==> src/rtl/uart_pkg.sv <==
// uart_pkg: transmitter state encoding and frame/buffer constants shared by
// the UART sender and its optional byte FIFO.
package uart_pkg;

    typedef enum logic [1:0] {
        IDLE  = 2'd0,
        START = 2'd1,
        DATA  = 2'd2,
        STOP  = 2'd3
    } txState_e;

    localparam int FIFO_DEPTH = 4;
    localparam int FRAME_BITS = 8;

    // Clocks per line bit; integer division truncates toward zero.
    function automatic int calcDiv(input int clkHz, input int baud);
        return clkHz / baud;
    endfunction

endpackage

==> src/rtl/uart_sender_fifo.sv <==
// uart_sender_fifo: FIFO_DEPTH-entry byte queue feeding the UART transmitter.
// Only instantiated when UART_SENDER_FIFO_EN is defined. Writes while full and
// reads while empty are ignored; a push and pop in the same cycle keep order.
module uart_sender_fifo
    import uart_pkg::*;
(
    input  logic       i_clk,
    input  logic       i_rst,
    input  logic [7:0] i_wrData,
    input  logic       i_wrEn,
    input  logic       i_rdEn,
    output logic [7:0] o_rdData,
    output logic       o_empty,
    output logic       o_full
);

    localparam int PTR_W = $clog2(FIFO_DEPTH);
    localparam logic [PTR_W:0] CNT_FULL = (PTR_W + 1)'(FIFO_DEPTH);

    logic [7:0]       r_mem [FIFO_DEPTH];
    logic [PTR_W-1:0] r_wrPtr;
    logic [PTR_W-1:0] r_rdPtr;
    logic [PTR_W:0]   r_count;
    logic             w_wr;
    logic             w_rd;

    assign w_wr = i_wrEn && !o_full;
    assign w_rd = i_rdEn && !o_empty;

    // Storage array carries no control state, so it is written without reset.
    always_ff @(posedge i_clk) begin
        if (w_wr) begin
            r_mem[r_wrPtr] <= i_wrData;
        end
    end

    // Pointers and occupancy; a simultaneous push and pop leaves the count as is.
    always_ff @(posedge i_clk or posedge i_rst) begin
        if (i_rst) begin
            r_wrPtr <= '0;
            r_rdPtr <= '0;
            r_count <= '0;
        end else begin
            if (w_wr) begin
                r_wrPtr <= r_wrPtr + PTR_W'(1);
            end
            if (w_rd) begin
                r_rdPtr <= r_rdPtr + PTR_W'(1);
            end
            case ({w_wr, w_rd})
                2'b10:   r_count <= r_count + (PTR_W + 1)'(1);
                2'b01:   r_count <= r_count - (PTR_W + 1)'(1);
                default: r_count <= r_count;
            endcase
        end
    end

    assign o_rdData = r_mem[r_rdPtr];
    assign o_empty  = (r_count == '0);
    assign o_full   = (r_count == CNT_FULL);

endmodule

==> src/rtl/uart_sender.sv <==
// uart_sender: 8N1 UART transmitter with a one-byte holding register, or a
// 4-entry FIFO when UART_SENDER_FIFO_EN is defined. The line is driven straight
// from a flop so it never glitches; back-to-back frames leave no idle gap.
module uart_sender
    import uart_pkg::*;
#(
    parameter int CLK_HZ = 27000000,
    parameter int BAUD   = 115200
)(
    input  logic       in_clk,
    input  logic       in_rst,
    input  logic [7:0] in_data,
    input  logic       in_data_en,
    output logic       out_ready,
    output logic       out_busy,
    output logic       uart_tx
);

    localparam int DIV   = calcDiv(CLK_HZ, BAUD);
    localparam int CNT_W = (DIV > 1) ? $clog2(DIV) : 1;
    localparam int IDX_W = $clog2(FRAME_BITS);
    localparam logic [CNT_W-1:0] CNT_LAST = CNT_W'(DIV - 1);
    localparam logic [IDX_W-1:0] IDX_LAST = IDX_W'(FRAME_BITS - 1);

    txState_e              r_state;
    txState_e              w_nextState;
    logic [CNT_W-1:0]      r_baudCnt;
    logic [IDX_W-1:0]      r_bitIdx;
    logic [IDX_W-1:0]      w_bitIdxNext;
    logic [FRAME_BITS-1:0] r_shift;
    logic                  r_tx;
    logic                  w_txNext;
    logic                  r_rdyEn;
    logic                  w_bitEnd;
    logic                  w_pop;
    logic                  w_accept;
    logic                  w_bufEmpty;
    logic                  w_bufFull;
    logic [7:0]            w_bufData;

    assign w_bitEnd  = (r_baudCnt == CNT_LAST);
    assign w_accept  = in_data_en && out_ready;
    assign out_ready = r_rdyEn && !w_bufFull;
    assign out_busy  = (r_state != IDLE) || !w_bufEmpty;
    assign uart_tx   = r_tx;

    // Holds ready low through reset and raises it on the first edge afterwards.
    always_ff @(posedge in_clk or posedge in_rst) begin
        if (in_rst) begin
            r_rdyEn <= 1'b0;
        end else begin
            r_rdyEn <= 1'b1;
        end
    end

`ifdef UART_SENDER_FIFO_EN
    uart_sender_fifo u_fifo (
        .i_clk    (in_clk),
        .i_rst    (in_rst),
        .i_wrData (in_data),
        .i_wrEn   (w_accept),
        .i_rdEn   (w_pop),
        .o_rdData (w_bufData),
        .o_empty  (w_bufEmpty),
        .o_full   (w_bufFull)
    );
`else
    logic       r_holdValid;
    logic [7:0] r_holdData;

    // Single holding register: filled on accept, emptied when the FSM loads the frame.
    always_ff @(posedge in_clk or posedge in_rst) begin
        if (in_rst) begin
            r_holdValid <= 1'b0;
            r_holdData  <= '0;
        end else if (w_accept) begin
            r_holdValid <= 1'b1;
            r_holdData  <= in_data;
        end else if (w_pop) begin
            r_holdValid <= 1'b0;
        end
    end

    assign w_bufData  = r_holdData;
    assign w_bufEmpty = !r_holdValid;
    assign w_bufFull  = r_holdValid;
`endif

    // Transmit FSM state register.
    always_ff @(posedge in_clk or posedge in_rst) begin
        if (in_rst) begin
            r_state <= IDLE;
        end else begin
            r_state <= w_nextState;
        end
    end

    // Next state: a stop bit chains straight into a new start bit when data waits.
    always_comb begin
        w_nextState = r_state;
        case (r_state)
            IDLE:    if (!w_bufEmpty) w_nextState = START;
            START:   if (w_bitEnd) w_nextState = DATA;
            DATA:    if (w_bitEnd && (r_bitIdx == IDX_LAST)) w_nextState = STOP;
            STOP:    if (w_bitEnd) w_nextState = w_bufEmpty ? IDLE : START;
            default: w_nextState = IDLE;
        endcase
    end

    // Outputs of the FSM: buffer pop, next bit index and next line level.
    always_comb begin
        w_pop = !w_bufEmpty && ((r_state == IDLE) || ((r_state == STOP) && w_bitEnd));

        w_bitIdxNext = r_bitIdx;
        if ((r_state == IDLE) || (r_state == START)) begin
            w_bitIdxNext = '0;
        end else if ((r_state == DATA) && w_bitEnd && (r_bitIdx != IDX_LAST)) begin
            w_bitIdxNext = r_bitIdx + IDX_W'(1);
        end

        w_txNext = 1'b1;
        case (w_nextState)
            START:   w_txNext = 1'b0;
            DATA:    w_txNext = r_shift[w_bitIdxNext];
            default: w_txNext = 1'b1;
        endcase
    end

    // Baud counter, bit index, frame shift register and the registered line.
    always_ff @(posedge in_clk or posedge in_rst) begin
        if (in_rst) begin
            r_baudCnt <= '0;
            r_bitIdx  <= '0;
            r_shift   <= '0;
            r_tx      <= 1'b1;
        end else begin
            if ((r_state == IDLE) || w_bitEnd) begin
                r_baudCnt <= '0;
            end else begin
                r_baudCnt <= r_baudCnt + CNT_W'(1);
            end
            r_bitIdx <= w_bitIdxNext;
            if (w_pop) begin
                r_shift <= w_bufData;
            end
            r_tx <= w_txNext;
        end
    end

endmodule
==> config.mk <==
export PLATFORM = sky130hd
export DESIGN_NAME = uart_sender
export DESIGN_NICKNAME = d
export VERILOG_FILES = /design/src/rtl/uart_pkg.sv /design/src/rtl/uart_sender_fifo.sv /design/src/rtl/uart_sender.sv
export SDC_FILE = /design/constraint.sdc
export NUM_CORES = 1
export LEC_CHECK = 0
export CELL_PAD_IN_SITES_DETAIL_PLACEMENT = 0
export CELL_PAD_IN_SITES_GLOBAL_PLACEMENT = 1
export CORE_AREA = 2 2 74 76
export DETAILED_ROUTE_END_ITERATION = 6
export DIE_AREA = 0 0 76 78
export HOLD_SLACK_MARGIN = 0.05
export PLACE_DENSITY = 0.56
export SLEW_MARGIN = 5
export SYNTH_ARGS = -nofsm -noshare
export SYNTH_HDL_FRONTEND = slang
export SYNTH_SLANG_ARGS = --single-unit
==> constraint.sdc <==
create_clock -name in_clk -period 2.6 [get_ports in_clk]
set_input_delay 0.26 -clock in_clk [delete_from_list [all_inputs] [get_ports in_clk]]
set_output_delay 0.26 -clock in_clk [all_outputs]
set_load 0.03 [all_outputs]
=== Word-level counts from Yosys, hierarchy flattened ===
Cells that the tools add are included.

* Output and inout port bits: 3
* Flip-flop bits (word level): 32
* Input port bits: 11
* Logic and storage cells: 48

* Reduce and logical (&&, ||, !) cells: 15
* $lt $le $gt $ge: 1
* Equality and inequality tests: 8
* Mux-type cells: 14
* Add/subtract/negate cells: 2

{| class="wikitable"
|+ Operator list
! kind !! number
|-
| 8-bit by 1-bit adder with 8-bit output (second input constant) || 1
|-
| 8-bit == test (second input constant) || 1
|-
| 2-bit 2-to-1 mux || 4
|-
| 8-bit 2-to-1 mux || 1
|-
| 2-bit one-hot mux with 4 select lines || 1
|-
| 1-bit logical AND || 7
|-
| 2-bit == test (second input constant) || 3
|-
| 3-bit 2-to-1 mux || 2
|-
| 2-bit by 1-bit == test with 1-bit output (second input constant) || 2
|-
| 1-bit logical OR || 4
|-
| 3-bit by 4-bit less-than comparator with 1-bit output (second input constant) || 1
|-
| 1-bit 2-to-1 mux || 4
|-
| 2-bit nonzero test || 2
|-
| 3-bit by 1-bit adder with 3-bit output (second input constant) || 1
|-
| 1-bit binary-select mux with 3-bit select || 1
|-
| 3-bit == test (second input constant) || 1
|-
| 3-bit != test (second input constant) || 1
|-
| 2-bit zero test || 1
|-
| 1-bit one-hot mux with 2 select lines || 1
|-
| 1-bit zero test || 1
|}

=== Logic depth before layout (Yosys ltp) ===
* Word-level depth: 8
* Gate-level depth with buffers: 9
* Gate-level depth less buffers: 8

=== Least setup slack after synthesis ===
Ideal clock, no wire load.

* Kind: reg2reg
* Start point: register r_bitIdx[0]
* End point: register r_tx, in the netlist uart_tx
* Clock period less this slack: 1.963 ns
* Required time: 2.513 ns
* Library setup time: 0.087 ns
* Path buffers: 0
* Cell stages (with the launch flop): 9
* Path slack: 0.637 ns
* Arrival: 1.875 ns
* Path through: dfrtp_1 ha_1 ha_1 nor2_2 nand3_4 mux2i_2 mux2_1 a32oi_1 a31oi_1

* Word-level cells in the longest chain between the ends: 7
* Elaborated cells between the ends (all ways): 14
* Those cells by class: 1 x add/sub; 4 x eq/ne; 7 x mux; 2 x reduce/logical

{| class="wikitable"
|+ Ends and longest elaborated chain
! element !! line !! text
|-
| start, declared || uart_sender.sv:28 || <nowiki>logic [IDX_W-1:0] r_bitIdx;</nowiki>
|-
| start signal, assigned || uart_sender.sv:142 || <nowiki>r_bitIdx <= w_bitIdxNext;</nowiki>
|-
| branches (longest 2 deep; another with 3-bit by 1-bit adder with 3-bit output) || -- ||
|-
| 3-bit 2-to-1 mux * || uart_sender.sv:117 || <nowiki>end else if ((r_state == DATA) && w_bitEnd && (r_bitIdx != IDX_LAST)) begin</nowiki>
|-
| 3-bit 2-to-1 mux * || uart_sender.sv:115 || <nowiki>if ((r_state == IDLE) || (r_state == START)) begin</nowiki>
|-
| named net w_bitIdxNext[0] || uart_sender.sv:29 || <nowiki>logic [IDX_W-1:0] w_bitIdxNext;</nowiki>
|-
| 1-bit binary-select mux with 3-bit select * || uart_sender.sv:124 || <nowiki>DATA: w_txNext = r_shift[w_bitIdxNext];</nowiki>
|-
| 1-bit 2-to-1 mux (not written as such) * || uart_sender.sv:124 ||
|-
| 1-bit one-hot mux with 2 select lines * || uart_sender.sv:122 || <nowiki>case (w_nextState)</nowiki>
|-
| named net w_txNext || uart_sender.sv:32 || <nowiki>logic w_txNext;</nowiki>
|-
| end signal, assigned || uart_sender.sv:146 || <nowiki>r_tx <= w_txNext;</nowiki>
|-
| end, declared || uart_sender.sv:31 || <nowiki>logic r_tx;</nowiki>
|}

Mark *: on every way through the listed nets, which the timed path passes. The select of a mux whose other input is x is not followed.
A chain may end at the register's enable or synchronous reset.

=== Final worst setup path ===
Same ends and word-level chain as after synthesis.

==> results.md <==
- CP Capture Type: register
- Synth Instances: around 130
- CP required: around 2800 ps
- Fillers: ~520
- Crit Path Max Fanout: 5
- Die Height: around 80 um
- Vias: about 970
- GRT overflow: 0
- Routed length per instance: ~12 um
- Final setup violating endpoints: 0
- Pins over their slew limit: 0
- Final period util: between 80 and 90%
- Final Skew: approximately 2.6 ps
- First drt pass iteration count: 4
- Worst-margin pin slew: between 500 and 600 ps
- CP Launch Type: register
- Multi-input logic area: a little under 700 um2
- Pin count of the biggest net entering global routing: 33
- Most frequent cell on the critical path: ha_1
- TritonCTS buffer count: 5
- P per Cell Area: approximately 640 nW/um2
- Clk Latency, worst-skew pair: 280 ps
- Post-synth net total: 140
- Syn_area_per_cell: around 12 um2
- Static leakage: approximately 0.00080 uW
- Hpwl dp: slightly below 2000 um
- PortBufs: 13
- Clock power share: 43.2%
- Comb pwr share: roughly 7.6%
- CTS Buffer Depth: 2
- Ys flop type: dfrtp_1
- Setup TNS Final: 0 ps
- Cell area after layout: about 1800 um2
- Synth-to-Final Area Change: 22.5%
- Die Wd: ~76 um
- Initial Util: 29.9%
- Psw: around 230 uW
- Sequential share of power: 49.2%
- CTS clk-pin slew, worst paths: approximately 60 ps
- WL final: around 2600 um
- Synth Register Bits: 32
- EDFF count, synth: 0
- Max transition margin: ~63%
- Num rows: 26
- Vias in the first global route: just over 1000
- Post-layout utilization of the core: approximately 37%
- Net switching fraction of the power: 19.7%
- Top cell type's share of synthesized area: between 50% and 60%
- Synthesis Warnings: 0
- Asr flop ratio synth: 100%
- Storage cell area: roughly 800 um2
- Hold WC Path Type: in2async
- Peak supply drop: between 0.2 and 0.3 mV
- First-pass GRT wire length: around 4700 um
- ANT cells: 0
- Hold-fix buffers, CTS: 0
- Gpl congestion: ~0.76
- CTS tree: done
- Post-route DRC: 0
- GRT Util Overall: just under 10%
- Post-CTS Setup Inserts: 0
- Register area share after synthesis: between 50% and 60%
- # H-tree levels: 2
- RSZ-0062 raised after global routing: false
- Die footprint: 5930 um2
- Tmin final: 2160 ps
- Layout net count: around 160
- CTS Root Cell: clkbuf_8
- Max-Cap Viols: 0
- Initial antenna violation count: 0
- Area leader, netlist: dfrtp_1
- Final Hold Violating Endpoints: 0
- Core area: 5040 um2
- PostCTS Resize Cnt: 0
- Initial DRC count: 47
- P_int: around 950 uW
- Synth unique cells: 39
- Total I/O pin count: 14
- Final ANT Viol Nets: 0
- Critical path, cell by cell: ha_1 > ha_1 > nor2_2 > nand3_4 > mux2i_2 > mux2_1 > a32oi_1 > a31oi_1
- Placed inst area: about 1700 um2
- Synthesized cell area: 1510 um2
- Largest stage delay, worst path: 390 ps
- FMAX: between 400 and 500 MHz
- Total clock sinks: 32
- Critical path class: reg2reg
- Via-per-instance ratio: approximately 4.5
- Synth top area cells: dfrtp_1 51%, mux2_2 12%, ha_1 3.3%, nand2_1 2.5%, xor2_1 2.3%
- Run status: finished clean
- Critical Path AT: between 2000 and 2500 ps
- Pwr Total: 1190 uW
- Layout cells sized above 1: a little under a quarter
- Slowest-stage cell, CP: dfrtp_1
## cell type report
type	count	area share (%)
Timing Repair Buffer	14	7.45
Multi-Input combinational cell	86	36.8
Clock buffer	7	5.21
Tap cell	70	4.74
Sequential cell	32	43.4
Inverter	4	0.812
Clock inverter	1	1.62
## sequential cells by signal (all words and copies together) (netlist names)
name	count
r_baudCnt	8
r_holdData	8
r_shift	8
r_bitIdx	3
r_state	2
r_holdValid	1
r_rdyEn	1
uart_tx	1
## worst paths after layout
check	startpoint	endpoint	slack, ps	cells after the start
worst max-delay path	r_bitIdx[0]	uart_tx	440	8
worst min-delay path	in_rst	r_rdyEn	370	3
worst max register to register	r_bitIdx[0]	uart_tx	440	8
worst min register to register	r_shift[0]	r_shift[0]	490	1
max in group asynchronous	in_rst	uart_tx	1890	3
min in group in_clk	r_shift[0]	r_shift[0]	490	1
## critical path, delay by kind of cell, from the launching register on
family,cells,cell delay [ps]
and+or+nand+nor,2,270
DFF,1,390
adders and majority gates,2,420
muxes,2,710
AOI/OAI and AO/OA,2,290
## metal layers
metal / track usage (%) / share of wire, % / vias to the layer above / routed length (um)
li1: - / - / 470 / -
met1: 12.0 / 47 / 478 / 1220
met2: 16.1 / 48 / 15 / 1240
met3: 3.14 / 3.2 / 5 / 83
met4: 4.36 / 1.5 / 0 / 40
met5: 0 / 0 / - / 0
## metrics by stage
| stage | worst slack (ps) | std cells | hold WS (ps) |
|---|---|---|---|
| after floorplan | 637 | 125 | 375 |
| after detailed placement | 442 | 206 | 474 |
| after CTS | 430 | 214 | 389 |
| final | 444 | 214 | 370 |
| after global routing | 284 | 214 | 405 |
| after global placement | 553 | 206 | 468 |
## kinds of logic after synthesis
family,Yosys count,share of synthesized area (%)
buffers and inverters,7,1.82
XOR/XNOR,7,4.06
multiplexers,23,17.9
adder cells (fa/ha/maj),4,3.32
AND/OR/NAND/NOR,38,13.9
flip-flops,32,53.2
AO/OA/AOI/OAI,13,5.56
other,1,0.249
## power groups by stage
stage | logic [uW] | registers, uW | clock network (uW)
after floorplan | 64.7 | 583 | 0
after global placement | 88.3 | 590 | 0
after detailed placement | 93.7 | 594 | 0
after CTS | 93.5 | 585 | 531
after global routing | 100 | 595 | 556
final | 90.3 | 584 | 513
## cell usage after synthesis, types with 2 or more instances
library cell  number
a31oi_1            2
nand2b_1           2
inv_1              4
mux2i_1            2
dfrtp_1           31
mux2_1             3
or3_1              3
xnor2_1            3
nor2_1             9
nand2_1           10
xor2_1             4
ha_1               4
mux2_2            16
nand3_1            4
o21ai_0            4
## cells in the final DEF, fill, tap and decap left out, types with 2 or more instances in the layout
master / instances
nand3_1: 4
o21ai_0: 4
xnor2_1: 3
clkbuf_8: 7
ha_1: 4
or3_1: 3
nand2b_1: 2
xor2_1: 4
nand2_1: 10
dfrtp_1: 31
mux2i_1: 2
inv_1: 4
nor2_1: 9
mux2_1: 3
a31oi_1: 2
clkdlybuf4s50_1: 13
mux2_2: 16
No activity file was read; power rests on OpenSTA's default activity.
